**src/rtl/inst_sram_axi_rd_bridge_pkg.sv**
```systemverilog
// ============================================================================
// Package  : inst_sram_axi_rd_bridge_pkg
// Desc     : AXI3 read-channel constants and word helpers for the fetch bridge
// Revision : 1.0 - initial release
// ============================================================================
`default_nettype none

package inst_sram_axi_rd_bridge_pkg;

    localparam logic [7:0] AXI_LEN_SINGLE  = 8'd0;
    localparam logic [2:0] AXI_SIZE_WORD   = 3'd2;
    localparam logic [1:0] AXI_BURST_INCR  = 2'b01;
    localparam logic [1:0] AXI_LOCK_NORMAL = 2'b00;
    localparam logic [3:0] AXI_CACHE_NONE  = 4'd0;
    localparam logic [2:0] AXI_PROT_NONE   = 3'd0;

    typedef logic [31:0] word_t;

    function automatic word_t word_align(input word_t addr);
        return {addr[31:2], 2'b00};
    endfunction

endpackage

`default_nettype wire

```
**src/rtl/inst_sram_axi_rd_bridge_if.sv**
```systemverilog
// ============================================================================
// Interface : inst_sram_axi_rd_bridge_if
// Desc      : Fetch-side SRAM-like request/response plus AXI3 AR/R channels
// Revision  : 1.0 - initial release
// ============================================================================
`default_nettype none

interface inst_sram_axi_rd_bridge_if;

    logic        inst_sram_req;
    logic [31:0] inst_sram_addr;
    logic        inst_sram_addr_ok;
    logic        inst_sram_data_ok;
    logic [31:0] inst_sram_rdata;

    logic [3:0]  arid;
    logic [31:0] araddr;
    logic [7:0]  arlen;
    logic [2:0]  arsize;
    logic [1:0]  arburst;
    logic [1:0]  arlock;
    logic [3:0]  arcache;
    logic [2:0]  arprot;
    logic        arvalid;
    logic        arready;

    logic [3:0]  rid;
    logic [31:0] rdata;
    logic [1:0]  rresp;
    logic        rlast;
    logic        rvalid;
    logic        rready;

    // Bridge view: responder to fetch, initiator on AXI.
    modport slave (
        input  inst_sram_req, inst_sram_addr,
        output inst_sram_addr_ok, inst_sram_data_ok, inst_sram_rdata,
        output arid, araddr, arlen, arsize, arburst, arlock, arcache, arprot, arvalid,
        input  arready,
        input  rid, rdata, rresp, rlast, rvalid,
        output rready
    );

    // Environment view: fetch stage plus crossbar.
    modport master (
        output inst_sram_req, inst_sram_addr,
        input  inst_sram_addr_ok, inst_sram_data_ok, inst_sram_rdata,
        input  arid, araddr, arlen, arsize, arburst, arlock, arcache, arprot, arvalid,
        output arready,
        output rid, rdata, rresp, rlast, rvalid,
        input  rready
    );

endinterface

`default_nettype wire

```
**src/rtl/inst_sram_axi_rd_bridge_axi_ar_slot.sv**
```systemverilog
// ============================================================================
// Module   : inst_sram_axi_rd_bridge_axi_ar_slot
// Desc     : One-entry AXI read-address holding register with valid/ready
// Revision : 1.0 - initial release
// ============================================================================
`default_nettype none

module inst_sram_axi_rd_bridge_axi_ar_slot
    import inst_sram_axi_rd_bridge_pkg::*;
(
    input  logic  clk,
    input  logic  reset,
    input  logic  load,
    input  word_t load_addr,
    input  logic  arready,
    output logic  arvalid,
    output word_t araddr
);

    logic  r_arvalid;
    word_t r_araddr;

    // load is only raised while the slot is empty, so it never races the handshake.
    always_ff @(posedge clk) begin
        if (reset) begin
            r_arvalid <= 1'b0;
            r_araddr  <= '0;
        end else if (load) begin
            r_arvalid <= 1'b1;
            r_araddr  <= word_align(load_addr);
        end else if (r_arvalid && arready) begin
            r_arvalid <= 1'b0;
        end
    end

    assign arvalid = r_arvalid;
    assign araddr  = r_araddr;

endmodule

`default_nettype wire

```
**src/rtl/inst_sram_axi_rd_bridge.sv**
```systemverilog
// ============================================================================
// Module   : inst_sram_axi_rd_bridge
// Desc     : Instruction-fetch SRAM-like to AXI3 single-beat read bridge
// Revision : 1.0 - initial release
// ============================================================================
`default_nettype none

module inst_sram_axi_rd_bridge
    import inst_sram_axi_rd_bridge_pkg::*;
#(
    parameter int         MAX_OUTSTANDING = 2,
    parameter logic [3:0] AXI_ID          = 4'd0
)
(
    input  logic                       clk,
    input  logic                       reset,
    inst_sram_axi_rd_bridge_if.slave   bus
);

    localparam logic [1:0] C_MAX_OUT = 2'(MAX_OUTSTANDING);

    logic [1:0] r_cnt;
    logic [1:0] r_inflight;
    logic [2:0] r_discard;
    logic       r_data_ok;
    word_t      r_rdata;

    logic       w_arvalid;
    word_t      w_araddr;
    logic       w_accept;
    logic       w_ar_hs;
    logic       w_r_hs;
    logic       w_r_fwd;
    logic       w_inflight_dec;
    logic [1:0] w_pending;
    logic       w_unused_r;

    assign w_accept = bus.inst_sram_req & ~w_arvalid & (r_cnt < C_MAX_OUT) & ~reset;
    assign w_ar_hs  = w_arvalid & bus.arready;
    assign w_r_hs   = bus.rvalid & bus.rready;

    // A beat already captured this cycle still sits in r_cnt until its data_ok retires it.
    assign w_pending      = {1'b0, r_data_ok};
    assign w_r_fwd        = w_r_hs & (r_discard == 3'd0) & (r_cnt > w_pending);
    assign w_inflight_dec = w_r_hs & (r_discard == 3'd0) & (r_inflight != 2'd0);

    inst_sram_axi_rd_bridge_axi_ar_slot u_ar_slot (
        .clk       (clk),
        .reset     (reset),
        .load      (w_accept),
        .load_addr (bus.inst_sram_addr),
        .arready   (bus.arready),
        .arvalid   (w_arvalid),
        .araddr    (w_araddr)
    );

    // On reset, every AR the crossbar has taken (including one handshaking right now)
    // will still produce a beat; those are counted so they can be swallowed.
    // A reset held for two or more cycles settles the discard count to zero.
    always_ff @(posedge clk) begin
        if (reset) begin
            r_cnt      <= 2'd0;
            r_inflight <= 2'd0;
            r_discard  <= 3'(r_inflight) + 3'(w_ar_hs);
            r_data_ok  <= 1'b0;
            r_rdata    <= '0;
        end else begin
            r_cnt      <= r_cnt + 2'(w_accept) - 2'(r_data_ok);
            r_inflight <= r_inflight + 2'(w_ar_hs) - 2'(w_inflight_dec);
            if (w_r_hs && (r_discard != 3'd0)) begin
                r_discard <= r_discard - 3'd1;
            end
            r_data_ok  <= w_r_fwd;
            if (w_r_fwd) begin
                r_rdata <= bus.rdata;
            end
        end
    end

    assign bus.inst_sram_addr_ok = w_accept;
    assign bus.inst_sram_data_ok = r_data_ok;
    assign bus.inst_sram_rdata   = r_rdata;

    assign bus.arid    = AXI_ID;
    assign bus.araddr  = w_araddr;
    assign bus.arlen   = AXI_LEN_SINGLE;
    assign bus.arsize  = AXI_SIZE_WORD;
    assign bus.arburst = AXI_BURST_INCR;
    assign bus.arlock  = AXI_LOCK_NORMAL;
    assign bus.arcache = AXI_CACHE_NONE;
    assign bus.arprot  = AXI_PROT_NONE;
    assign bus.arvalid = w_arvalid;

    assign bus.rready  = ~reset;

    assign w_unused_r  = ^{bus.rid, bus.rresp, bus.rlast};

endmodule

`default_nettype wire

```
**src/flat_wrapper.sv**
```systemverilog
// flat-port wrapper written by rule: the top's interface ports become plain ports
module inst_sram_axi_rd_bridge_flat import inst_sram_axi_rd_bridge_pkg::*;
#(
    parameter int         MAX_OUTSTANDING = 2,
    parameter logic [3:0] AXI_ID          = 4'd0
)
  (clk, reset, bus_inst_sram_req, bus_inst_sram_addr, bus_inst_sram_addr_ok, bus_inst_sram_data_ok, bus_inst_sram_rdata, bus_arid, bus_araddr, bus_arlen, bus_arsize, bus_arburst, bus_arlock, bus_arcache, bus_arprot, bus_arvalid, bus_arready, bus_rid, bus_rdata, bus_rresp, bus_rlast, bus_rvalid, bus_rready);
  inst_sram_axi_rd_bridge_if bus_i ();
  input  logic clk;
  input  logic reset;
  input wire logic [$bits(bus_i.inst_sram_req)-1:0] bus_inst_sram_req;
  input wire logic [$bits(bus_i.inst_sram_addr)-1:0] bus_inst_sram_addr;
  output wire logic [$bits(bus_i.inst_sram_addr_ok)-1:0] bus_inst_sram_addr_ok;
  output wire logic [$bits(bus_i.inst_sram_data_ok)-1:0] bus_inst_sram_data_ok;
  output wire logic [$bits(bus_i.inst_sram_rdata)-1:0] bus_inst_sram_rdata;
  output wire logic [$bits(bus_i.arid)-1:0] bus_arid;
  output wire logic [$bits(bus_i.araddr)-1:0] bus_araddr;
  output wire logic [$bits(bus_i.arlen)-1:0] bus_arlen;
  output wire logic [$bits(bus_i.arsize)-1:0] bus_arsize;
  output wire logic [$bits(bus_i.arburst)-1:0] bus_arburst;
  output wire logic [$bits(bus_i.arlock)-1:0] bus_arlock;
  output wire logic [$bits(bus_i.arcache)-1:0] bus_arcache;
  output wire logic [$bits(bus_i.arprot)-1:0] bus_arprot;
  output wire logic [$bits(bus_i.arvalid)-1:0] bus_arvalid;
  input wire logic [$bits(bus_i.arready)-1:0] bus_arready;
  input wire logic [$bits(bus_i.rid)-1:0] bus_rid;
  input wire logic [$bits(bus_i.rdata)-1:0] bus_rdata;
  input wire logic [$bits(bus_i.rresp)-1:0] bus_rresp;
  input wire logic [$bits(bus_i.rlast)-1:0] bus_rlast;
  input wire logic [$bits(bus_i.rvalid)-1:0] bus_rvalid;
  output wire logic [$bits(bus_i.rready)-1:0] bus_rready;
  assign bus_i.inst_sram_req = bus_inst_sram_req;
  assign bus_i.inst_sram_addr = bus_inst_sram_addr;
  assign bus_inst_sram_addr_ok = bus_i.inst_sram_addr_ok;
  assign bus_inst_sram_data_ok = bus_i.inst_sram_data_ok;
  assign bus_inst_sram_rdata = bus_i.inst_sram_rdata;
  assign bus_arid = bus_i.arid;
  assign bus_araddr = bus_i.araddr;
  assign bus_arlen = bus_i.arlen;
  assign bus_arsize = bus_i.arsize;
  assign bus_arburst = bus_i.arburst;
  assign bus_arlock = bus_i.arlock;
  assign bus_arcache = bus_i.arcache;
  assign bus_arprot = bus_i.arprot;
  assign bus_arvalid = bus_i.arvalid;
  assign bus_i.arready = bus_arready;
  assign bus_i.rid = bus_rid;
  assign bus_i.rdata = bus_rdata;
  assign bus_i.rresp = bus_rresp;
  assign bus_i.rlast = bus_rlast;
  assign bus_i.rvalid = bus_rvalid;
  assign bus_rready = bus_i.rready;
  inst_sram_axi_rd_bridge #(.MAX_OUTSTANDING(MAX_OUTSTANDING), .AXI_ID(AXI_ID)) u_core (.clk(clk), .reset(reset), .bus(bus_i));
endmodule
```
**config.mk**
```make
export PLATFORM = sky130hd
export DESIGN_NAME = inst_sram_axi_rd_bridge_flat
export DESIGN_NICKNAME = d
export VERILOG_FILES = /design/src/rtl/inst_sram_axi_rd_bridge_pkg.sv /design/src/rtl/inst_sram_axi_rd_bridge_if.sv /design/src/rtl/inst_sram_axi_rd_bridge_axi_ar_slot.sv /design/src/rtl/inst_sram_axi_rd_bridge.sv /design/src/flat_wrapper.sv
export SDC_FILE = /design/constraint.sdc
export NUM_CORES = 1
export LEC_CHECK = 0
export ABC_AREA = 1
export ABC_CLOCK_PERIOD_IN_PS = 4150
export BUFFER_PORTS_ARGS = -buffer_cell sky130_fd_sc_hd__buf_2
export CAP_MARGIN = 20
export CORE_AREA = 2 2 101 79
export CTS_BUF_LIST = sky130_fd_sc_hd__clkbuf_4 sky130_fd_sc_hd__clkbuf_8
export CTS_CLUSTER_SIZE = 24
export DETAILED_ROUTE_END_ITERATION = 12
export DIE_AREA = 0 0 103 81
export HOLD_SLACK_MARGIN = 0.05
export PLACE_DENSITY = 0.82
export REMOVE_ABC_BUFFERS = 1
export SYNTH_ARGS = -nofsm -noshare
export SYNTH_HDL_FRONTEND = slang
export SYNTH_SLANG_ARGS = --single-unit
```
**constraint.sdc**
```tcl
create_clock -name clk -period 4.15 [get_ports clk]
set_clock_uncertainty 0.2 [all_clocks]
set_input_delay 0.6225 -clock clk [delete_from_list [all_inputs] [get_ports clk]]
set_output_delay 0.6225 -clock clk [all_outputs]
set_load 0.05 [all_outputs]
```
==> results of run 1 <==
cell usage after synthesis, types with 2 or more instances:
cell / n
a21oi_1: 32
xnor2_1: 2
buf_1: 2
clkbuf_1: 4
nand2_1: 104
nor2_1: 39
nand3_1: 62
o21ai_0: 4
buf_4: 28
ha_1: 9
conb_1: 2
edfxtp_1: 3
inv_1: 43
buf_6: 6
dfxtp_1: 68
buf_2: 16
power by group:
part	switching [mW]	total [mW]	leakage [nW]	internal [mW]
clock	0.253	0.623	0.112	0.370
combinational	0.328	0.425	1.54	0.0968
sequential	0.0234	0.759	0.586	0.735
total	0.604	1.81	2.24	1.20
cells by family after synthesis:
logic type / count (synthesis) / synth area share (%)
adder cells (fa/ha/maj): 9 / 3.494
flip-flops: 71 / 45.03
other: 2 / 0.2330
buffers and inverters: 101 / 17.12
AO/OA/AOI/OAI: 38 / 5.978
XOR/XNOR: 3 / 0.8154
AND/OR/NAND/NOR: 209 / 27.33
registers in the layout, indices dropped and copies added (netlist names):
register                      flops
u_core.bus.inst_sram_rdata       32
u_core.u_ar_slot.araddr          30
u_core.r_discard                  3
u_core.r_cnt                      2
u_core.r_inflight                 2
u_core.bus.inst_sram_data_ok      1
u_core.u_ar_slot.arvalid          1
layer usage:
| layer | wire [um] | vias to the layer above | share of wire [%] |
|---|---|---|---|
| met5 | 0 | - | 0 |
| met4 | 34 | 0 | 0.49 |
| met3 | 827 | 2 | 12 |
| met2 | 3050 | 130 | 44 |
| met1 | 2973 | 1285 | 43 |
| li1 | - | 1522 | - |
worst max-delay path: stages:
cell     delay, ps
buf_2          170
nor2_1         120
nand3_2         90
inv_2          360
buf_2          350
path summary, 6_finish.rpt:
path	to	slack, ps	startpoint
setup / recovery	bus_inst_sram_addr_ok	1600	reset
hold / removal	u_core.u_ar_slot.araddr[28]	260	u_core.u_ar_slot.araddr[28]
setup reg to reg	u_core.r_inflight[1]	2100	u_core.r_discard[0]
hold reg to reg	u_core.u_ar_slot.araddr[28]	260	u_core.u_ar_slot.araddr[28]
final cells by class:
| type | count | area share [%] |
|---|---|---|
| tap | 105 | 3.286 |
| inverter | 45 | 4.288 |
| clock inverter | 5 | 2.003 |
| clock buffer | 11 | 3.787 |
| timing repair buffer | 135 | 17.09 |
| multi-input combinational | 287 | 33.24 |
| sequential | 71 | 36.31 |
==> summary.txt, run 1 <==
Max Cap Violations - 0
final setup margin - 1595 ps
Post-CTS Setup Bufs - 0
Final Hold Vio Count - 0
Startpoint Class - primary input
H-Tree Depth - 3
Die Wd - 103 um
status - completed
Core Area - 7497 um^2
IO Count - 170
Leakage - 2.240 nW
final layout net count - 634
clk_lat worst skew - 340 ps
Placed Cells - 643
Final Max Slew Viols - 0
routability-driven placement congestion ratio - 0.7288
Max-slew headroom - 55.54%
synthesized area - 3223 um^2
Synth area leaders - dfxtp_1, nand2_1, nand3_1, buf_4, inv_1
cts bufs inserted - 9
DP Worst Slack - 1325 ps
Register Area - 1451 um^2
Peak Freq - 391.4 MHz
number of cell rows - 28
design area - 3998 um^2
initial antenna violation count - 0
area of the multi-input gates - 1329 um^2
Slew @ Worst Pin - 666.9 ps
met1 Usage GRT - 17.98%
clk buf depth - 2
Vias - 2939
GRT met3 Usage - 8.434%
DRC - 0
die area - 8343 um^2
gr busiest metal - met2
WP data arrival - 1730 ps
first-pass GRT wire length - 11000 um
vias in the first global route - 2645
power density cells - 451.9 nW/um^2
most common cell after layout, fill and taps aside - buf_2
critical path fanouts, max - 31
Overall Power - 1.807 mW
clock sink count - 71
worst vdd ir - 0.2319 mV
Hold Crit Class - reg -> reg
reg2reg path depth - 12
hpwl dp - 4834 um
post-CTS resize count - 0
FF+latch count, synth - 71
WHS - 261.4 ps
Vias/cell - 4.460
met2 Usage GRT - 29.61%
CTS tree - yes
Tot GR Track Use - 16.77%
layout cells sized above 1 - 28.34%
hold_buf cts - 0
post-synthesis sequential area ratio - 45.03%
Port Buffer Count - 132
wire per inst - 10.45 um
Yosys top cell area share - 42.24%
largest net degree at the start of global routing - 69
critical path type - in -> out
EDFF count, synth - 3
Root Driver - clkbuf_8
grt ovf - 0
Yosys cell types - 25
commonest non-fill, non-tap cells in the layout - buf_2, nand2_1, dfxtp_1, nand3_1, inv_1
Setup TNS Final - 0 ps
Yosys warning count - 0
post-layout util - 53.32%
Min-Delay Path Depth - 2
Fillers - 721
Worst EP required - 3330 ps
Critical Path Sink Type - primary output
final std cells w/o fill - 659
area leader, netlist - dfxtp_1
# diodes - 0
Post-Route WL - 6886 um
Iter 0 DRT Violations - 48
final setup vio count - 0
Die Y - 81 um
Synth Instances - 433
clock-pin slew of the registers on the worst-case setup and hold paths - 70 ps
Synth Area per Inst - 7.444 um^2
asr flop ratio synth - 0%
TritonRoute pass-1 iters - 4
RSZ-0062 raised after global routing - no
Cell Area, Placed - 3766 um^2
Starting Density - 42.99%
Tmin final - 2555 ps
Tcrit/Tclk final - 61.56%
Primary FF master, synth - dfxtp_1
Antenna Nets Post-Route - 0
area delta synth->final - 24.03%
(Power assumes the default switching activity.)
==> run 2: changes to the inputs <==
--- a/config.mk
+++ b/config.mk
@@ -6,7 +6,7 @@
 export NUM_CORES = 1
 export LEC_CHECK = 0
 export ABC_AREA = 1
-export ABC_CLOCK_PERIOD_IN_PS = 4150
+export ABC_CLOCK_PERIOD_IN_PS = 2400
 export BUFFER_PORTS_ARGS = -buffer_cell sky130_fd_sc_hd__buf_2
 export CAP_MARGIN = 20
 export CORE_AREA = 2 2 101 79
==> constraint.sdc (replaced) <==
create_clock -name clk -period 2.4 [get_ports clk]
set_clock_uncertainty 0.2 [all_clocks]
set_input_delay 0.36 -clock clk [delete_from_list [all_inputs] [get_ports clk]]
set_output_delay 0.36 -clock clk [all_outputs]
set_load 0.05 [all_outputs]
==> run 2 against run 1 <==
Register-to-register slack got worse by 1700 ps; cell count increased by 5.2%; critical path depth increased by 7; routed wire length increased by 17%; global-route usage increased by 2.0 points; final area increased by 8.6%; highest routed layer unchanged; count of clock-buffer cells in the layout unchanged; clock power increased by 75%; via count increased by 7.5%.
==> summary.txt, run 2 (synthesized netlist as in run 1, its figures left out) <==
status - completed
Final Max Slew Viols - 0 (unchanged)
number of cell rows - 28 (unchanged)
Core Area - 7497 um^2 (unchanged)
Hold Crit Class - in -> reg
TritonRoute pass-1 iters - 4 (unchanged)
# diodes - 0 (unchanged)
layout cells sized above 1 - 27.21% (-1.1 points)
WP data arrival - 2060 ps (+330 ps)
Die Y - 81 um (unchanged)
Hold Crit Start - reset
Tcrit/Tclk final - 84.29%
CTS tree - yes
largest net degree at the start of global routing - 66 (-4.3%)
Tot GR Track Use - 18.81% (+2.0 points)
Tmin final - 2023 ps
clock sink count - 71 (unchanged)
Iter 0 DRT Violations - 87 (+81%)
Critical Path Max Stage Delay - 380 ps (+20 ps)
final layout net count - 668 (+5.4%)
clock-pin slew of the registers on the worst-case setup and hold paths - 80 ps (about the same)
final setup vio count - 0 (unchanged)
most common cell after layout, fill and taps aside - buf_2
wire per inst - 11.65 um (+11%)
reg2reg setup slack - 380 ps (-1720 ps)
Setup TNS Final - 0 ps (unchanged)
first-pass GRT wire length - 12350 um (+12%)
Vias/cell - 4.558 (+2.2%)
Vias - 3159 (+7.5%)
power density cells - 738.6 nW/um^2 (+63%)
Fillers - 674 (-6.5%)
commonest non-fill, non-tap cells in the layout - buf_2, nand2_1, dfxtp_1, nand3_1, inv_1
Worst EP required - 2440 ps (-890 ps)
WHS - 116.0 ps (-145.4 ps)
Port Buffer Count - 132 (unchanged)
Startpoint Class - flip-flop
reg2reg path depth - 12 (unchanged)
clk_lat worst skew - 330 ps (about the same)
Die Wd - 103 um (unchanged)
Min-Delay Path Depth - 2 (unchanged)
cts bufs inserted - 9 (unchanged)
Cell Area, Placed - 3801 um^2 (+0.93%)
routability-driven placement congestion ratio - 0.7239 (-0.67%)
worst r2r src - u_core.r_discard[0]
clk buf depth - 2 (unchanged)
RSZ-0062 raised after global routing - no
IO Count - 170 (unchanged)
Placed Cells - 646 (+0.47%)
Slew @ Worst Pin - 606.7 ps (-60.19 ps)
Starting Density - 42.99% (unchanged)
DRC - 0 (unchanged)
Max-slew headroom - 59.56% (+4.0 points)
post-CTS resize count - 0 (unchanged)
max reg flops - 32 (unchanged)
Root Driver - clkbuf_8
Max Cap Violations - 0 (unchanged)
design area - 4343 um^2 (+8.6%)
H-Tree Depth - 3 (unchanged)
Leakage - 2.388 nW (+6.6%)
worst vdd ir - 0.4113 mV (+77%)
Hold Path End - u_core.r_cnt[0]
Final Hold Vio Count - 0 (unchanged)
Antenna Nets Post-Route - 0 (unchanged)
Peak Freq - 494.4 MHz
worst reg2reg endpoint - u_core.r_inflight[1]
Critical Path Sink Type - flip-flop
grt ovf - 0 (unchanged)
vias in the first global route - 2760 (+4.3%)
Overall Power - 3.208 mW (+78%)
die area - 8343 um^2 (unchanged)
critical path fanouts, max - 2 (-94%)
Post-Route WL - 8074 um (+17%)
initial antenna violation count - 0 (unchanged)
final std cells w/o fill - 693 (+5.2%)
CP max-delay cell - edfxtp_1
hpwl dp - 5080 um (+5.1%)
area delta synth->final - 34.74%
CP Cell Sequence - inv_1 > ha_1 > nand2_1 > nor2_4 > o21a_1 > ha_1 > inv_1 > ha_1 > xor2_1 > nand2_1 > nand2_1 > nor2_1
critical path type - reg -> reg
==> run 2: cell count changes in the layout (fill, tap and decap cells not counted) <==
| cell | before | now |
|---|---|---|
| dlygate4sd3_1 | 0 | 31 |
| buf_12 | 0 | 1 |
| buf_4 | 3 | 5 |
==> run 2: critical path, delay by kind of cell (launching register included) <==
family                   cells  cell delay [ps]
buffers and inverters        2              150
XOR/XNOR                     1              180
AO/OA/AOI/OAI                1              120
adder cells (fa/ha/maj)      3              500
AND/OR/NAND/NOR              5              400
flip-flops                   1              380
==> run 2: how the worst max path moves through the flow <==
stage	slack [ps]	to	startpoint
finish	380	u_core.r_inflight[1]	u_core.r_discard[0]
global route	140	u_core.r_inflight[1]	u_core.r_discard[0]
CTS	350	u_core.r_inflight[1]	u_core.r_discard[0]
detailed placement	360	u_core.r_inflight[1]	u_core.r_discard[0]
global placement	420	u_core.r_inflight[1]	u_core.r_discard[0]
floorplan	-1310	u_core.bus.inst_sram_rdata[0]	u_core.bus.inst_sram_data_ok
==> run 2: through the flow <==
| stage | utilization (%) | setup WS (ps) |
|---|---|---|
| 2_1_floorplan | - | -1307 |
| 3_3_place_gp | 50.70 | 420.4 |
| 3_5_place_dp | 50.70 | 355.3 |
| 4_1_cts | 57.93 | 352.9 |
| 5_1_grt | 57.93 | 137.3 |
| 6_report | 57.93 | 377.2 |
==> run 2: power by group <==
| part | switching, mW | internal [mW] | leakage [nW] |
|---|---|---|---|
| Sequential | 0.0447 | 1.27 | 0.586 |
| Clock | 0.451 | 0.640 | 0.112 |
| Combinational | 0.588 | 0.212 | 1.69 |
| Total | 1.08 | 2.12 | 2.39 |
==> run 2: final cells by class <==
| type | count | area, um^2 | share of cell area (%) |
|---|---|---|---|
| clock inverters | 5 | 80.08 | 1.844 |
| well taps | 105 | 131.4 | 3.025 |
| flip-flops and latches | 71 | 1451 | 33.42 |
| inverters | 45 | 171.4 | 3.947 |
| clock buffers | 11 | 151.4 | 3.486 |
| repair buffers | 169 | 1028 | 23.68 |
| multi-input cells | 287 | 1329 | 30.60 |
==> run 2: routing by layer <==
metal	track usage, %	up-vias	wire [um]
li1	-	1591	-
met1	23.53	1402	3534
met2	30.65	164	3652
met3	8.003	2	868
met4	3.553	0	18
met5	0	-	0
==> run 2: what timing repair did <==
action,in CTS,in global routing
setup buffers,0,0
hold buffers,31,0
endpoints found under the hold margin,31,0
==> run 3: changes to the inputs <==
--- a/config.mk
+++ b/config.mk
@@ -6,16 +6,16 @@
 export NUM_CORES = 1
 export LEC_CHECK = 0
 export ABC_AREA = 1
-export ABC_CLOCK_PERIOD_IN_PS = 2400
+export ABC_CLOCK_PERIOD_IN_PS = 1850
 export BUFFER_PORTS_ARGS = -buffer_cell sky130_fd_sc_hd__buf_2
 export CAP_MARGIN = 20
-export CORE_AREA = 2 2 101 79
+export CORE_AREA = 2 2 105 81
 export CTS_BUF_LIST = sky130_fd_sc_hd__clkbuf_4 sky130_fd_sc_hd__clkbuf_8
 export CTS_CLUSTER_SIZE = 24
 export DETAILED_ROUTE_END_ITERATION = 12
-export DIE_AREA = 0 0 103 81
+export DIE_AREA = 0 0 107 83
 export HOLD_SLACK_MARGIN = 0.05
-export PLACE_DENSITY = 0.82
+export PLACE_DENSITY = 0.81
 export REMOVE_ABC_BUFFERS = 1
 export SYNTH_ARGS = -nofsm -noshare
 export SYNTH_HDL_FRONTEND = slang
==> constraint.sdc (replaced) <==
create_clock -name clk -period 1.85 [get_ports clk]
set_clock_uncertainty 0.2 [all_clocks]
set_input_delay 0.2775 -clock clk [delete_from_list [all_inputs] [get_ports clk]]
set_output_delay 0.2775 -clock clk [all_outputs]
set_load 0.05 [all_outputs]
==> run 3 against run 2 <==
The run now ends with setup timing left; combinational power up 44%; core utilization up 0.18 points; hold slack worse by 48 ps; sequential power up 30%; die area up 6.4%; first-iteration DRC count up 140%; count of clock-buffer cells in the layout unchanged; critical path depth unchanged; sequential cell count unchanged; fmax up 1.4%; register-to-register slack worse by 520 ps; via count up 1.2%; highest routed layer unchanged.
==> summary.txt, run 3 (synthesized netlist as in run 1, its figures left out) <==
Iter 0 DRT Violations - 207 (+140%)
clock-pin slew of the registers on the worst-case setup and hold paths - 70 ps (about the same)
initial antenna violation count - 0 (unchanged)
design area - 4539 um^2 (+4.5%)
routability-driven placement congestion ratio - 0.7491 (+3.5%)
WP data arrival - 2020 ps (-40 ps)
clock sink count - 71 (unchanged)
Peak Freq - 501.1 MHz (+1.4%)
post-layout util - 58.10% (+0.18 points)
reg2reg path depth - 12 (unchanged)
Critical Path Start - u_core.r_discard[0]
Final Max Slew Viols - 0 (unchanged)
Vias - 3197 (+1.2%)
Core Area - 7812 um^2 (+4.2%)
Crit path depth - 12 (unchanged)
Die Wd - 107 um (+3.9%)
GRT met3 Usage - 6.201% (-1.8 points)
clk_lat worst skew - 320 ps (about the same)
# diodes - 0 (unchanged)
critical path type - reg -> reg
final std cells w/o fill - 708 (+2.2%)
worst r2r src - u_core.r_discard[0]
IO Count - 170 (unchanged)
Worst setup endpoint - u_core.r_inflight[1]
Post-Route WL - 8420 um (+4.3%)
largest delay contributor family on the critical path - adder cells
CP bufs+invs - 2 (unchanged)
grt ovf - 0 (unchanged)
die area - 8881 um^2 (+6.4%)
cts bufs inserted - 9 (unchanged)
number of cell rows - 28 (unchanged)
Port Buffer Count - 132 (unchanged)
clk buf depth - 2 (unchanged)
Max Cap Violations - 0 (unchanged)
Setup TNS Final - -145.7 ps (-145.7 ps)
reg2reg setup slack - -150 ps (-520 ps)
commonest non-fill, non-tap cells in the layout - buf_2, nand2_1, dfxtp_1, nand3_1, inv_1
Root Driver - clkbuf_8
H-Tree Depth - 3 (unchanged)
layout cells sized above 1 - 29.68% (+2.5 points)
CTS tree - yes
Fillers - 678 (+0.59%)
final layout net count - 683 (+2.2%)
final setup vio count - 1 (+1)
final setup margin - -145.7 ps (-522.9 ps)
power density cells - 937.7 nW/um^2 (+27%)
worst reg2reg endpoint - u_core.r_inflight[1]
Hold Crit Class - in -> reg
gr busiest metal - met2
Critical Path Max Stage Delay - 400 ps (+20 ps)
wire per inst - 11.89 um (+2.1%)
Tcrit/Tclk final - 107.9% (+24 points)
Leakage - 2.459 nW (+3.0%)
CP Cell Sequence - inv_2 > ha_4 > nand2_4 > nor2_4 > o21a_1 > ha_1 > inv_2 > ha_4 > xor2_2 > nand2_1 > nand2_1 > nor2_1
Worst EP required - 1880 ps (-560 ps)
worst vdd ir - 0.5608 mV (+36%)
Critical Path Sink Type - flip-flop
Die Y - 83 um (+2.5%)
vias in the first global route - 2909 (+5.4%)
first-pass GRT wire length - 13440 um (+8.8%)
Placed Cells - 652 (+0.93%)
hpwl dp - 5070 um (-0.20%)
Cell Area, Placed - 3846 um^2 (+1.2%)
most common cell after layout, fill and taps aside - buf_2
Antenna Nets Post-Route - 0 (unchanged)
DRC - 0 (unchanged)
RSZ-0062 raised after global routing - yes
Overall Power - 4.257 mW (+33%)
Tmin final - 1996 ps (-27.11 ps)
area delta synth->final - 40.84%
failing checks - setup timing
Vias/cell - 4.516 (-0.94%)
critical path fanouts, max - 2 (unchanged)
largest net degree at the start of global routing - 66 (unchanged)
Final Hold Vio Count - 0 (unchanged)
TritonRoute pass-1 iters - 4 (unchanged)
met1 Usage GRT - 22.55% (-0.98 points)
max reg flops - 32 (unchanged)
met2 Usage GRT - 31.38% (+0.73 points)
status - finished, violations left
Startpoint Class - flip-flop
Starting Density - 41.26% (-1.7 points)
Tot GR Track Use - 18.70% (-0.12 points)
CP max-delay cell - edfxtp_1
-- run 3: cell types whose count changed in the layout (fill, tap and decap cells not counted), sizes merged --
| cell | delta |
|---|---|
| dlygate4sd3 | +6 |
| buf | +9 |
-- run 3: how the worst min path moves through the flow --
stage                                                end                   startpoint  cells after the start  slack, ps
after CTS                 u_core.bus.inst_sram_rdata[12]                bus_rdata[12]                      5         50
after global placement       u_core.u_ar_slot.araddr[26]  u_core.u_ar_slot.araddr[26]                      2        250
final                      u_core.bus.inst_sram_rdata[8]                 bus_rdata[8]                      5         70
after global routing       u_core.bus.inst_sram_rdata[5]                 bus_rdata[5]                      5         70
after floorplan                     u_core.r_inflight[0]                        reset                      1        150
after detailed placement     u_core.u_ar_slot.araddr[18]  u_core.u_ar_slot.araddr[18]                      2        250
-- run 3: report_power, final --
| group | total (mW) | switching [mW] | internal (mW) |
|---|---|---|---|
| clock | 1.40 | 0.567 | 0.831 |
| combinational | 1.15 | 0.801 | 0.350 |
| sequential | 1.71 | 0.0591 | 1.65 |
| total | 4.26 | 1.43 | 2.83 |
-- run 3: final cells by class --
cell class / instances / area [um^2] / share of cell area (%)
flip-flops and latches: 71 / 1451 / 31.97
multi-input cells: 287 / 1379 / 30.37
repair buffers: 184 / 1175 / 25.88
inverters: 45 / 171.4 / 3.776
clock buffers: 11 / 151.4 / 3.335
well taps: 105 / 131.4 / 2.894
clock inverters: 5 / 80.08 / 1.764
-- run 3: metrics by stage --
| stage | worst slack, ps | hold slack [ps] |
|---|---|---|
| 3_3_place_gp | -119.1 | 249.4 |
| 6_report | -145.7 | 67.78 |
| 5_1_grt | -275.4 | 68.79 |
| 3_5_place_dp | -245.0 | 254.8 |
| 4_1_cts | -141.3 | 50.22 |
| 2_1_floorplan | -1857 | 148.7 |
-- run 3: repair_timing --
action,4_1_cts,5_1_grt
hold endpoints to repair,37,0
hold buffers,37,0
gates resized for setup,9,11
setup buffers,2,1
setup endpoints to repair,34,36
pin swaps,6,0
-- run 3: worst reg2reg max path, stage by stage, from the launching register on --
cell      delay, ps
edfxtp_1        400
inv_2            90
ha_4            130
nand2_4          50
nor2_4           90
o21a_1          160
ha_1            250
inv_2            70
ha_4            130
xor2_2          140
nand2_1          80
nand2_1          70
nor2_1           50
-- run 3: routing by layer --
metal  vias up  wire (um)
li1       1619          -
met4         0        133
met3        12        769
met2       160       3805
met1      1406       3711
met5         -          0
